[src/rtl/ultrasonic_pkg.sv]
// Shared constants and FSM encoding for the ultrasonic trigger/echo path.
package ultrasonic_pkg;

  localparam int unsigned DEF_CLK_HZ        = 50_000_000;
  localparam int unsigned DEF_CYCLES_PER_CM = 2900;
  localparam int unsigned DEF_MAX_CM        = 400;
  localparam int unsigned DEF_RISE_TIMEOUT  = 1_000_000;

  typedef enum logic [1:0] {
    ST_IDLE,
    ST_WAIT_RISE,
    ST_MEASURE,
    ST_DONE
  } echo_state_t;

endpackage

[src/rtl/echo_sync_edge.sv]
// Two-flop synchroniser for the raw ECHO pin with registered rise/fall pulses.
module echo_sync_edge (
  input  logic clk,
  input  logic rst_n,
  input  logic echo,
  output logic rise,
  output logic fall
);

  logic sync1;
  logic sync2;

  // Both pulses trail the pin by the same two cycles, so widths are preserved.
  always_ff @(posedge clk or negedge rst_n) begin
    if (!rst_n) begin
      sync1 <= 1'b0;
      sync2 <= 1'b0;
      rise  <= 1'b0;
      fall  <= 1'b0;
    end else begin
      sync1 <= echo;
      sync2 <= sync1;
      rise  <= sync1 & ~sync2;
      fall  <= ~sync1 & sync2;
    end
  end

endmodule

[src/rtl/ultrasonic_echo_meter.sv]
// Measures ECHO high time after each start and converts it to whole cm by
// counting CYCLES_PER_CM-cycle slices; flags no-echo timeout and over-range.
module ultrasonic_echo_meter
  import ultrasonic_pkg::*;
#(
  parameter int unsigned CYCLES_PER_CM = DEF_CYCLES_PER_CM,
  parameter int unsigned MAX_CM        = DEF_MAX_CM,
  parameter int unsigned RISE_TIMEOUT  = DEF_RISE_TIMEOUT,
  parameter int unsigned DIST_W        = 10
) (
  input  logic              clk,
  input  logic              rst_n,
  input  logic              start,
  input  logic              echo,
  output logic              busy,
  output logic              valid,
  output logic [DIST_W-1:0] distance_cm,
  output logic              timeout,
  output logic              overrange
);

  localparam int unsigned TMO_W = (RISE_TIMEOUT > 1) ? $clog2(RISE_TIMEOUT) : 1;
  localparam int unsigned PRE_W = (CYCLES_PER_CM > 1) ? $clog2(CYCLES_PER_CM) : 1;

  localparam logic [TMO_W-1:0]  TMO_LAST = TMO_W'(RISE_TIMEOUT - 1);
  localparam logic [PRE_W-1:0]  PRE_LAST = PRE_W'(CYCLES_PER_CM - 1);
  localparam logic [DIST_W-1:0] CM_MAX   = DIST_W'(MAX_CM);

  echo_state_t       state, state_next;
  logic [TMO_W-1:0]  tmo_cnt, tmo_next;
  logic [PRE_W-1:0]  pre_cnt, pre_next;
  logic [DIST_W-1:0] cm_cnt, cm_next;
  logic              rise, fall;
  logic              wrap;
  logic              load;
  logic [DIST_W-1:0] res_dist;
  logic              res_tmo;
  logic              res_ovr;

  echo_sync_edge u_sync (
    .clk   (clk),
    .rst_n (rst_n),
    .echo  (echo),
    .rise  (rise),
    .fall  (fall)
  );

  always_ff @(posedge clk or negedge rst_n) begin
    if (!rst_n) begin
      state   <= ST_IDLE;
      tmo_cnt <= '0;
      pre_cnt <= '0;
      cm_cnt  <= '0;
    end else begin
      state   <= state_next;
      tmo_cnt <= tmo_next;
      pre_cnt <= pre_next;
      cm_cnt  <= cm_next;
    end
  end

  always_comb begin
    state_next = state;
    tmo_next   = tmo_cnt;
    pre_next   = pre_cnt;
    cm_next    = cm_cnt;
    wrap       = 1'b0;
    load       = 1'b0;
    res_dist   = '0;
    res_tmo    = 1'b0;
    res_ovr    = 1'b0;
    case (state)
      ST_IDLE: begin
        if (start) begin
          state_next = ST_WAIT_RISE;
          tmo_next   = '0;
          pre_next   = '0;
          cm_next    = '0;
        end
      end
      ST_WAIT_RISE: begin
        tmo_next = tmo_cnt + 1'b1;
        if (rise) begin
          state_next = ST_MEASURE;
        end else if (tmo_cnt == TMO_LAST) begin
          state_next = ST_DONE;
          load       = 1'b1;
          res_tmo    = 1'b1;
        end
      end
      ST_MEASURE: begin
        // The fall cycle itself still counts, keeping the total equal to the high time.
        wrap     = (pre_cnt == PRE_LAST);
        pre_next = wrap ? '0 : pre_cnt + 1'b1;
        if (wrap && (cm_cnt != CM_MAX)) begin
          cm_next = cm_cnt + 1'b1;
        end
        if (fall) begin
          state_next = ST_DONE;
          load       = 1'b1;
          res_dist   = cm_next;
        end else if (wrap && (cm_cnt == CM_MAX)) begin
          state_next = ST_DONE;
          load       = 1'b1;
          res_dist   = CM_MAX;
          res_ovr    = 1'b1;
        end
      end
      ST_DONE: begin
        state_next = ST_IDLE;
      end
      default: begin
        state_next = ST_IDLE;
      end
    endcase
  end

  // Results are captured on entry to DONE, so valid is high exactly while in DONE.
  always_ff @(posedge clk or negedge rst_n) begin
    if (!rst_n) begin
      valid       <= 1'b0;
      distance_cm <= '0;
      timeout     <= 1'b0;
      overrange   <= 1'b0;
    end else begin
      valid <= load;
      if (load) begin
        distance_cm <= res_dist;
        timeout     <= res_tmo;
        overrange   <= res_ovr;
      end
    end
  end

  assign busy = (state != ST_IDLE);

endmodule
[config.mk]
export PLATFORM = sky130hd
export DESIGN_NAME = ultrasonic_echo_meter
export DESIGN_NICKNAME = d
export VERILOG_FILES = /design/src/rtl/ultrasonic_pkg.sv /design/src/rtl/echo_sync_edge.sv /design/src/rtl/ultrasonic_echo_meter.sv
export SDC_FILE = /design/constraint.sdc
export NUM_CORES = 1
export LEC_CHECK = 0
export BUFFER_PORTS_ARGS = -buffer_cell sky130_fd_sc_hd__buf_4
export CELL_PAD_IN_SITES_DETAIL_PLACEMENT = 1
export CELL_PAD_IN_SITES_GLOBAL_PLACEMENT = 2
export CORE_ASPECT_RATIO = 0.8
export CORE_MARGIN = 2
export CORE_UTILIZATION = 39
export DETAILED_ROUTE_END_ITERATION = 6
export PLACE_DENSITY = 0.88
export SYNTH_ARGS = -nofsm -noshare
export SYNTH_HDL_FRONTEND = slang
export SYNTH_SLANG_ARGS = --single-unit
export TNS_END_PERCENT = 10
[constraint.sdc]
create_clock -name clk -period 2.75 [get_ports clk]
set_clock_uncertainty 0.05 [all_clocks]
set_input_delay 0.1375 -clock clk [delete_from_list [all_inputs] [get_ports clk]]
set_output_delay 0.1375 -clock clk [all_outputs]
set_load 0.01 [all_outputs]
Word level (Yosys, flattened, before mapping)
Index checks and enable logic that the tools add are counted.
{ "totals": {"reg_bits": 61, "wordCells": 63, "input_bits": 4} }
{ "op_classes": {"n_eq_ne": 10, "reduce_logical": 9, "muxes": 25, "addsub": 3, "bitwise": 4} }
{ "ops": {"columns": ["cell", "n"], "rows": [
  ["$mux 10", 4],
  ["$pmux 20 s2", 1],
  ["$mux 12", 2],
  ["$pmux 12 s2", 1],
  ["$add 20x1->20 const B", 1],
  ["$eq 20x20->1 const B", 1],
  ["$mux 20", 1],
  ["$pmux 10 s2", 1],
  ["$add 12x1->12 const B", 1],
  ["$eq 12x12->1 const B", 1],
  ["$add 10x1->10 const B", 1],
  ["$eq 10x9->1 const B", 1],
  ["$mux 2", 5],
  ["$ne 10x9->1 const B", 1],
  ["$mux 9", 1],
  ["$pmux 2 s4", 1],
  ["$mux 1", 7],
  ["$ne 3x2->1 const B", 2],
  ["$reduce_bool 2->1", 3],
  ["$eq 2x2->1 const B", 2],
  ["$reduce_and 2->1", 2],
  ["$reduce_and 3->1", 1],
  ["$and 1x1->1", 2],
  ["$eq 2x1->1 const B", 1],
  ["other kinds (5)", 7]
]} }

Logic depth before layout (Yosys ltp)
Gate-level depths: netlist of run 1.
{ "depth": {"depth_word": 5, "depth_mapped": 8} }

Cells and area by module
Synthesis of run 1 repeated with hierarchy kept, for this count alone.
{ "unflattened": {"hier_cells": 351, "hier_area_um2": 3300.7} }
{ "modules_own_cells": {"columns": ["module", "cells_per_inst", "area_each_um2", "instances", "seq_area_each_um2"], "rows": [
  ["ultrasonic_echo_meter", 345, 3185.6, 1, 1426.4],
  ["echo_sync_edge", 6, 115.1, 1, 100.1]
]} }

Worst setup path before layout of run 1
OpenSTA, ideal clock, no wires.
{ "synth_path": {"path_type": "register to register", "start": "register state[0]", "end": "register pre_cnt[10]", "synth_period_minus_slack_ns": 2.210, "path_slack_ns": 0.540, "setup_ns": 0.096, "t_required_ns": 2.604, "path_buffers": 3, "stages_incl_launch_ff": 9, "t_arrival_ns": 2.064, "path_cell_list": "dfrtp_1 > inv_1 > ha_1 > clkbuf_1 > mux2i_1 > clkbuf_1 > buf_1 > o21ai_0 > o31ai_1"} }
{ "synth_via": {"elab_chain_len": 3, "elab_cells_between_ends": 6, "cone_classes": "2 x eq/ne; 1 x mux; 3 x reduce/logical"} }
{ "synth_rtl": {"columns": ["element", "line", "text"], "rows": [
  ["start: declaration", "ultrasonic_echo_meter.sv:29", "echo_state_t state, state_next;"],
  ["start signal: assignment", "ultrasonic_echo_meter.sv:55", "state <= state_next;"],
  ["$eq 2x2->1 / $logic_not 2->1 (equally long branches)", "ultrasonic_echo_meter.sv:72", "case (state)"],
  ["$reduce_bool 2->1 (no source line) / $ne 2x2->1 (equally long branches)", null, null],
  ["$reduce_and 2->1 (no source line)", null, null],
  ["end signal: assignment", "ultrasonic_echo_meter.sv:57", "pre_cnt <= pre_next;"],
  ["end: declaration", "ultrasonic_echo_meter.sv:31", "logic [PRE_W-1:0] pre_cnt, pre_next;"]
]} }
Several ways; a longest one is shown, not always the timed one.
A chain may end at the register's enable or synchronous reset.

Worst setup path after layout of run 1
{ "layout_path": {"start": "register cm_cnt[0]", "end": "register distance_cm[3]"} }
{ "layout_via": {"elab_chain_len": 5, "elab_cells_between_ends": 11, "cone_classes": "1 x add/sub; 2 x eq/ne; 6 x mux; 2 x reduce/logical"} }
{ "layout_rtl": {"columns": ["element", "line", "text"], "rows": [
  ["start: declaration", "ultrasonic_echo_meter.sv:32", "logic [DIST_W-1:0] cm_cnt, cm_next;"],
  ["start signal: assignment", "ultrasonic_echo_meter.sv:58", "cm_cnt <= cm_next;"],
  ["parallel branches: the longest is 5 deep, another holds $add 10x1->10", null, null],
  ["end signal: assignment", "ultrasonic_echo_meter.sv:128", "distance_cm <= res_dist;"],
  ["end: declaration", "ultrasonic_echo_meter.sv:17", "output logic [DIST_W-1:0] distance_cm,"]
]} }
Parallel ways; which one is timed is not known.

==> results of run 1 <==
-- power groups by stage --
stage	registers, mW	logic [mW]	clock network, mW
CTS	1.11	0.898	0.897
global route	1.13	0.993	0.940
finish	1.11	0.885	0.874
floorplan	1.10	0.555	0
global placement	1.12	0.866	0
detailed placement	1.13	0.890	0
-- per-stage QoR --
step                      area, sq um  power, mW  utilization
after floorplan                  3250       1.66            -
after global placement           3540       1.98        0.441
after detailed placement         3540       2.02        0.441
after CTS                        3770       2.91        0.470
after global routing             3770       3.06        0.470
final                            3770       2.87        0.470
-- cells in the mapped netlist (all sizes together), types with 2 or more instances --
cell      n  area [sq um]
and2      3          18.8
nor2b     4          25.0
nand4    12          75.1
nand2    31           116
or3       6          37.5
a21oi    11          55.1
dfrtp    61          1530
mux2i     5          50.1
nor3     11          65.1
inv      12          45.0
xnor2    13           114
and3      3          18.8
o2bb2ai   3          26.3
nor4      4          25.0
mux2      9           101
or4       5          41.3
buf       3          13.8
clkbuf   10          37.5
o21ai    20           100
a21o      2          15.0
nand3    19          95.1
o31ai     6          45.0
nor2     39           146
a22o     10          87.6
ha        7          87.6
nor4b     3          26.3
xor2     11          96.3
nand2b    4          25.0
-- state kept, by name, indices dropped and copies added (netlist names), 2 cells and up --
name         cells
state            2
distance_cm     10
tmo_cnt         20
pre_cnt         12
cm_cnt          10
-- how the worst max path moves through the flow --
stage	start	to	slack (ns)	cells after the start
2_1_floorplan	state[0]	pre_cnt[10]	0.54	8
3_3_place_gp	pre_cnt[0]	distance_cm[6]	0.35	7
3_5_place_dp	pre_cnt[0]	overrange	0.27	7
4_1_cts	pre_cnt[0]	overrange	0.28	7
5_1_grt	pre_cnt[0]	distance_cm[6]	0.12	7
6_report	cm_cnt[0]	distance_cm[3]	0.29	7
-- routing by layer --
metal  share of wire  track usage
met1            0.52        0.272
met2            0.43        0.288
met3           0.033       0.0410
met4           0.015       0.0742
met5               0            0
-- worst min-delay path: stages --
cell	delay (ns)
buf_4	0.12
nand2b_1	0.20
a32o_1	0.19
-- cell families (layout without fill, tap and decap cells) --
family | Yosys count | after routing | synth area share
buffers and inverters | 25 | 57 | 0.0297
xor gates and xnor gates | 24 | 24 | 0.0648
DFF | 61 | 61 | 0.470
adders and majority gates | 7 | 7 | 0.0270
AOI/OAI and AO/OA | 58 | 58 | 0.117
muxes | 14 | 14 | 0.0466
and+or+nand+nor | 153 | 153 | 0.244
-- final cells by class --
class / count / area, sq um
Clock inverter: 6 / 87.6
Sequential cell: 61 / 1530
Inverter: 12 / 45.0
Timing Repair Buffer: 29 / 223
Clock buffer: 10 / 128
Multi-Input combinational cell: 256 / 1630
Tap cell: 108 / 135
Fill cell: 936 / 4250
-- cell usage in the layout (no fill, tap or decap), drive strengths merged, types with 11 or more instances in the layout --
cell type  netlist  routed
a21oi           11      11
nand4           12      12
dfrtp           61      61
nand2           31      31
nor3            11      11
o21ai           20      20
xnor2           13      13
xor2            11      11
nor2            39      39
nand3           19      19
buf              3      27
inv             12      12
==> results.py, run 1 <==
metrics = {
    "timing": {
        "fmax_mhz": 406,
        "worst_slew_pin_slew_ns": 0.783,
        "hold_viol_final": 0,
        "slew_viol_final": 0,
        "relSlewSlack": 0.478,
        "rsz0062_at_grt": "false",
        "setup_viol": 0,
        "period_minus_slack_ns": 2.46,
        "finalCritPeriodShare": 0.895,
        "layout_setup_ws_ns": 0.290,
        "hold_ws_ns": 0.283,
        "fin_tns_setup_ns": 0,
    },
    "drt": {
        "wl_mm": 7.94,
        "routedWlPerCell_microns": 16.5,
        "first_iter_violations": 99,
        "drc": 0,
        "postRouteAntennaNets": 0,
        "via_per_inst": 5.49,
        "drt-pass1-iter-count": 4,
        "vias": 2645,
    },
    "global_route": {
        "grt_pass1_vias": 2655,
        "grt-ovfl-total": 0,
        "grt_max_degree": 62,
        "antenna_found_initial": 0,
        "grt_first_pass_wirelength_mm": 13.5,
        "grt_util_all_layers": 0.192,
    },
    "placed_design": {
        "dpl.hpwl_mm": 5.63,
        "gp_congestion": 0.801,
        "portBuffers": 17,
        "pre_cts_ws_ns": 0.270,
        "placedCellCount": 464,
    },
    "worst_setup_path": {
        "setup.worst_path.start_class": "register",
        "r2r_slack_ns": 0.29,
        "cp_slowest_stage_delay_ns": 0.57,
        "cpLargestDelayFamily": "compound AO/OA/AOI/OAI gates",
        "rr_worst_depth": 7,
        "endpoint_kind": "register",
        "critical_path_buf_inv_count": 1,
        "arrival_ns": 2.64,
        "crit_slowest_cell": "a21boi_1",
        "path_cells": "inv_1, ha_1, nor3b_1, and3b_1, a21o_1, a21boi_1, mux2_2",
        "r2r_start": "cm_cnt[0]",
        "path_class": "register to register",
        "rr_endpoint": "distance_cm[3]",
        "worstPathRequired_ns": 2.93,
        "critPathMaxFanout": 10,
    },
    "logic_synthesis": {
        "ys_ff_latch": 61,
        "synthCells": 342,
        "ys_seq_area_frac": 0.470,
        "synth_nets": 353,
        "synthFlopType": "dfrtp_1",
        "syn_avg_cell_area_sq_um": 9.49,
        "syn_area_sq_um": 3250,
        "yosys_warnings": 0,
        "yosysUniqueCellTypes": 47,
        "synth_edf_count": 0,
        "synthArstFlopShare": 1.00,
    },
    "hold_path": {
        "worstHoldPathType": "input port to register",
        "hp-start": "start",
        "whs_endpoint": "tmo_cnt[1]",
        "holdPathStages": 3,
    },
    "power_and_ir_drop": {
        "ir_drop_uv": 320,
        "power_frac_seq": 0.387,
        "p_leak_nw": 1.65,
        "switching_power_mw": 1.01,
        "sw_frac_of_total": 0.353,
        "p_comb_frac": 0.309,
        "p_clk_frac": 0.305,
        "power.internal_mw": 1.86,
        "pwr_density_cell_nw_per_um2": 761,
    },
    "clocking": {
        "post-cts-setup-buffers": 0,
        "postCtsResizedCells": 0,
        "cts_buffer_depth": 2,
        "numCtsBuffers": 9,
        "cts.clk_slew.worst_paths_ns": 0.07,
        "cts_tree": "yes",
        "ctsHoldBuffers": 2,
        "htreeDepth": 3,
        "cts_sinks": 61,
        "clock-root-buffer": "clkbuf_8",
        "clk-insertion-delay-late_ns": 0.35,
    },
    "finish": {
        "antenna_cells": 0,
        "layout.nets": 380,
        "syn_to_final_growth_pct": 16.2,
        "drive_gt1_frac": 0.150,
        "finalNonFillerCells": 482,
    },
    "run": {
        "timing.max_cap.violations": 0,
    },
    "floorplan": {
        "fp-row-count": 29,
        "io-pin-count": 18,
        "core_sq_um": 8020,
        "start_util": 0.405,
        "die_area_sq_um": 9070,
        "die-height_microns": 85.6,
        "die_x_microns": 106,
    },
    "status": {
        "status": "finished, final reports clean",
    },
}
Power figures use the tool's default switching activity.
==> run 2, diff against run 1 <==
--- a/config.mk
+++ b/config.mk
@@ -5,14 +5,15 @@
 export SDC_FILE = /design/constraint.sdc
 export NUM_CORES = 1
 export LEC_CHECK = 0
+export ABC_AREA = 1
 export BUFFER_PORTS_ARGS = -buffer_cell sky130_fd_sc_hd__buf_4
 export CELL_PAD_IN_SITES_DETAIL_PLACEMENT = 1
 export CELL_PAD_IN_SITES_GLOBAL_PLACEMENT = 2
 export CORE_ASPECT_RATIO = 0.8
 export CORE_MARGIN = 2
-export CORE_UTILIZATION = 39
+export CORE_UTILIZATION = 36
 export DETAILED_ROUTE_END_ITERATION = 6
-export PLACE_DENSITY = 0.88
+export PLACE_DENSITY = 0.89
 export SYNTH_ARGS = -nofsm -noshare
 export SYNTH_HDL_FRONTEND = slang
 export SYNTH_SLANG_ARGS = --single-unit
==> run 2 against run 1 <==
Synthesized area grew 11%. Critical path depth grew 2. Synthesized cell count grew 46%. Non-clock buffer count shrank 7. Wire length grew 28%. Hold slack lost 0.072 ns. Die area grew 19%. Global-route usage grew 1.9 points. Largest power group unchanged.
==> results.py, run 2 <==
metrics = {
    "finish": {
        "final_area_sq_um": 4170,
        "antenna_cells": 0,
        "top_register": "tmo_cnt",
        "mostFrequentLayoutCells": "nand2_1 (145), nor2_1 (61), dfrtp_1 (61)",
        "largest_registers": "tmo_cnt (20), pre_cnt (12)",
        "syn_to_final_growth_pct": 15.6,
        "finalNonFillerCells": 665,
        "final_common_cell": "nand2_1",
        "layout.nets": 535,
        "largest_reg_flops": 20,
        "drive_gt1_frac": 0.112,
    },
    "hold_path": {
        "holdPathStages": 4,
        "whs_endpoint": "pre_cnt[1]",
        "worstHoldPathType": "input port to register",
        "hp-start": "start",
    },
    "power_and_ir_drop": {
        "power_frac_seq": 0.368,
        "p_leak_nw": 1.92,
        "ir_drop_uv": 529,
        "p_comb_frac": 0.276,
        "switching_power_mw": 1.05,
        "pwr_density_cell_nw_per_um2": 691,
        "power.internal_mw": 1.82,
        "p_clk_frac": 0.357,
        "sw_frac_of_total": 0.366,
    },
    "drt": {
        "wl_mm": 10.2,
        "routedWlPerCell_microns": 15.3,
        "vias": 3385,
        "drc": 0,
        "first_iter_violations": 131,
        "postRouteAntennaNets": 0,
        "via_per_inst": 5.09,
        "drt-pass1-iter-count": 4,
    },
    "worst_setup_path": {
        "path_cells": "inv_1, ha_1, inv_2, o21ai_2, inv_2, nor3_2, nand3_1, o21ai_1, a21oi_1",
        "r2r_slack_ns": 0.39,
        "cp_slowest_stage_delay_ns": 0.42,
        "critPathMaxFanout": 8,
        "worstPathRequired_ns": 2.92,
        "endpoint_kind": "register",
        "rr_worst_depth": 9,
        "path_common_cell": "inv_2",
        "arrival_ns": 2.52,
        "setup.worst_path.start_class": "register",
        "path_class": "register to register",
        "r2r_start": "state[0]",
        "crit_slowest_cell": "dfrtp_1",
        "rr_endpoint": "pre_cnt[7]",
    },
    "global_route": {
        "grt_util_all_layers": 0.211,
        "grt_max_degree": 62,
        "antenna_found_initial": 0,
        "grt_pass1_vias": 3538,
        "grt-ovfl-total": 0,
        "grt_first_pass_wirelength_mm": 17.7,
    },
    "logic_synthesis": {
        "synth_most_common_cell": "nand2_1",
        "synth_top_area_frac": 0.424,
        "ys_seq_area_frac": 0.424,
        "synthFlopType": "dfrtp_1",
        "synth_area_leader_cell": "dfrtp_1",
        "syn_area_sq_um": 3600,
        "synthArstFlopShare": 1.00,
        "yosysUniqueCellTypes": 34,
        "yosys_warnings": 0,
        "ys_ff_latch": 61,
        "synth_nets": 511,
        "synth.area.top_cells": "dfrtp_1 (42%), nand2_1 (15%), nor2_1 (6.4%), nand3_1 (6.1%), inv_1 (5.4%)",
        "synthCells": 500,
        "ys_top_cells_by_count": "nand2_1 (145), dfrtp_1 (61), nor2_1 (61)",
        "synth_edf_count": 0,
        "syn_avg_cell_area_sq_um": 7.20,
    },
    "timing": {
        "finalCritPeriodShare": 0.856,
        "layout_setup_ws_ns": 0.395,
        "fin_tns_setup_ns": 0,
        "fmax_mhz": 425,
        "relSlewSlack": 0.455,
        "hold_viol_final": 0,
        "slew_viol_final": 0,
        "period_minus_slack_ns": 2.36,
        "worst_slew_pin_slew_ns": 0.817,
        "rsz0062_at_grt": "false",
        "setup_viol": 0,
        "hold_ws_ns": 0.211,
    },
    "placed_design": {
        "placedCellCount": 647,
        "placed_cell_area_sq_um": 3880,
        "dpl.hpwl_mm": 7.66,
        "gp_congestion": 0.858,
        "pre_cts_ws_ns": 0.387,
        "portBuffers": 17,
    },
    "floorplan": {
        "fp-row-count": 32,
        "core_sq_um": 9690,
        "die-height_microns": 93.5,
        "start_util": 0.372,
        "io-pin-count": 18,
        "die_area_sq_um": 10800,
        "die_x_microns": 116,
    },
    "run": {
        "timing.max_cap.violations": 0,
    },
    "clocking": {
        "cts_buffer_depth": 2,
        "cts_sinks": 61,
        "cts_tree": "yes",
        "post-cts-setup-buffers": 0,
        "numCtsBuffers": 9,
        "cts.clk_slew.worst_paths_ns": 0.06,
        "clock-root-buffer": "clkbuf_16",
        "htreeDepth": 3,
        "clk-insertion-delay-late_ns": 0.34,
    },
    "status": {
        "status": "finished, final reports clean",
    },
}
[run 2: cell types whose count changed after synthesis, sizes merged, moves of 7 or more]
cell	before	now
xnor2	13	2
a22o	10	0
nand2	31	154
nor2	39	65
nand4	12	21
mux2	9	0
inv	12	59
nor3	11	18
nand3	19	45
[run 2: layout make-up]
cell class / instances / area (sq um)
fillers: 1240 / 5520
multi-input cells: 371 / 1810
flip-flops and latches: 61 / 1530
clock buffers: 11 / 233
inverters: 59 / 224
repair buffers: 22 / 170
well taps: 136 / 170
clock inverters: 5 / 36.3
[run 2: how the worst max path moves through the flow]
stage	startpoint	endpoint	slack (ns)	cells past startpoint
2_1_floorplan	state[0]	tmo_cnt[17]	0.99	12
3_3_place_gp	state[0]	pre_cnt[7]	0.48	9
3_5_place_dp	state[0]	pre_cnt[7]	0.39	9
4_1_cts	state[0]	pre_cnt[7]	0.38	9
5_1_grt	state[0]	pre_cnt[7]	0.19	9
6_report	state[0]	pre_cnt[7]	0.39	9
[run 2: routing by layer]
metal,vias to the layer above,wire length (microns),global-route usage
met5,-,0,0
met1,1658,5180,0.309
met2,42,4510,0.310
met4,0,132,0.0595
met3,11,363,0.0499
li1,1674,-,-
[run 2: power by group through the flow]
stage	Clock, mW	Combinational [mW]	Sequential [mW]
floorplan	0	0.523	1.06
global placement	0	0.761	1.07
detailed placement	0	0.799	1.07
CTS	1.06	0.803	1.06
global route	1.10	0.899	1.07
finish	1.03	0.793	1.06
[run 2: timing repair]
item,CTS,global route
endpoints found under the setup margin,0,0
hold buffers,2,0
resized for setup,0,0
hold endpoints to repair,62,0
[run 2: critical path, delay by kind of cell (launching register included)]
kind                       cells  cell delay, ns
and+or+nand+nor                2            0.40
adders and majority gates      1            0.37
DFF                            1            0.42
buffers and inverters          3            0.42
AOI/OAI and AO/OA              3            0.58
[run 2: through the flow]
stage               utilization  power (mW)
finish                    0.430        2.88
floorplan                     -        1.58
detailed placement        0.400        1.87
CTS                       0.430        2.92
global route              0.430        3.07
global placement          0.400        1.83
[run 2: logic make-up (layout without fill, tap and decap cells)]
logic type | count (synthesis) | after routing | synth area share
compound gates | 49 | 49 | 0.0729
xor+xnor | 7 | 7 | 0.0170
fa+ha+maj | 7 | 7 | 0.0243
buf+inv | 68 | 97 | 0.0750
flops | 61 | 61 | 0.424
simple gates | 308 | 308 | 0.387
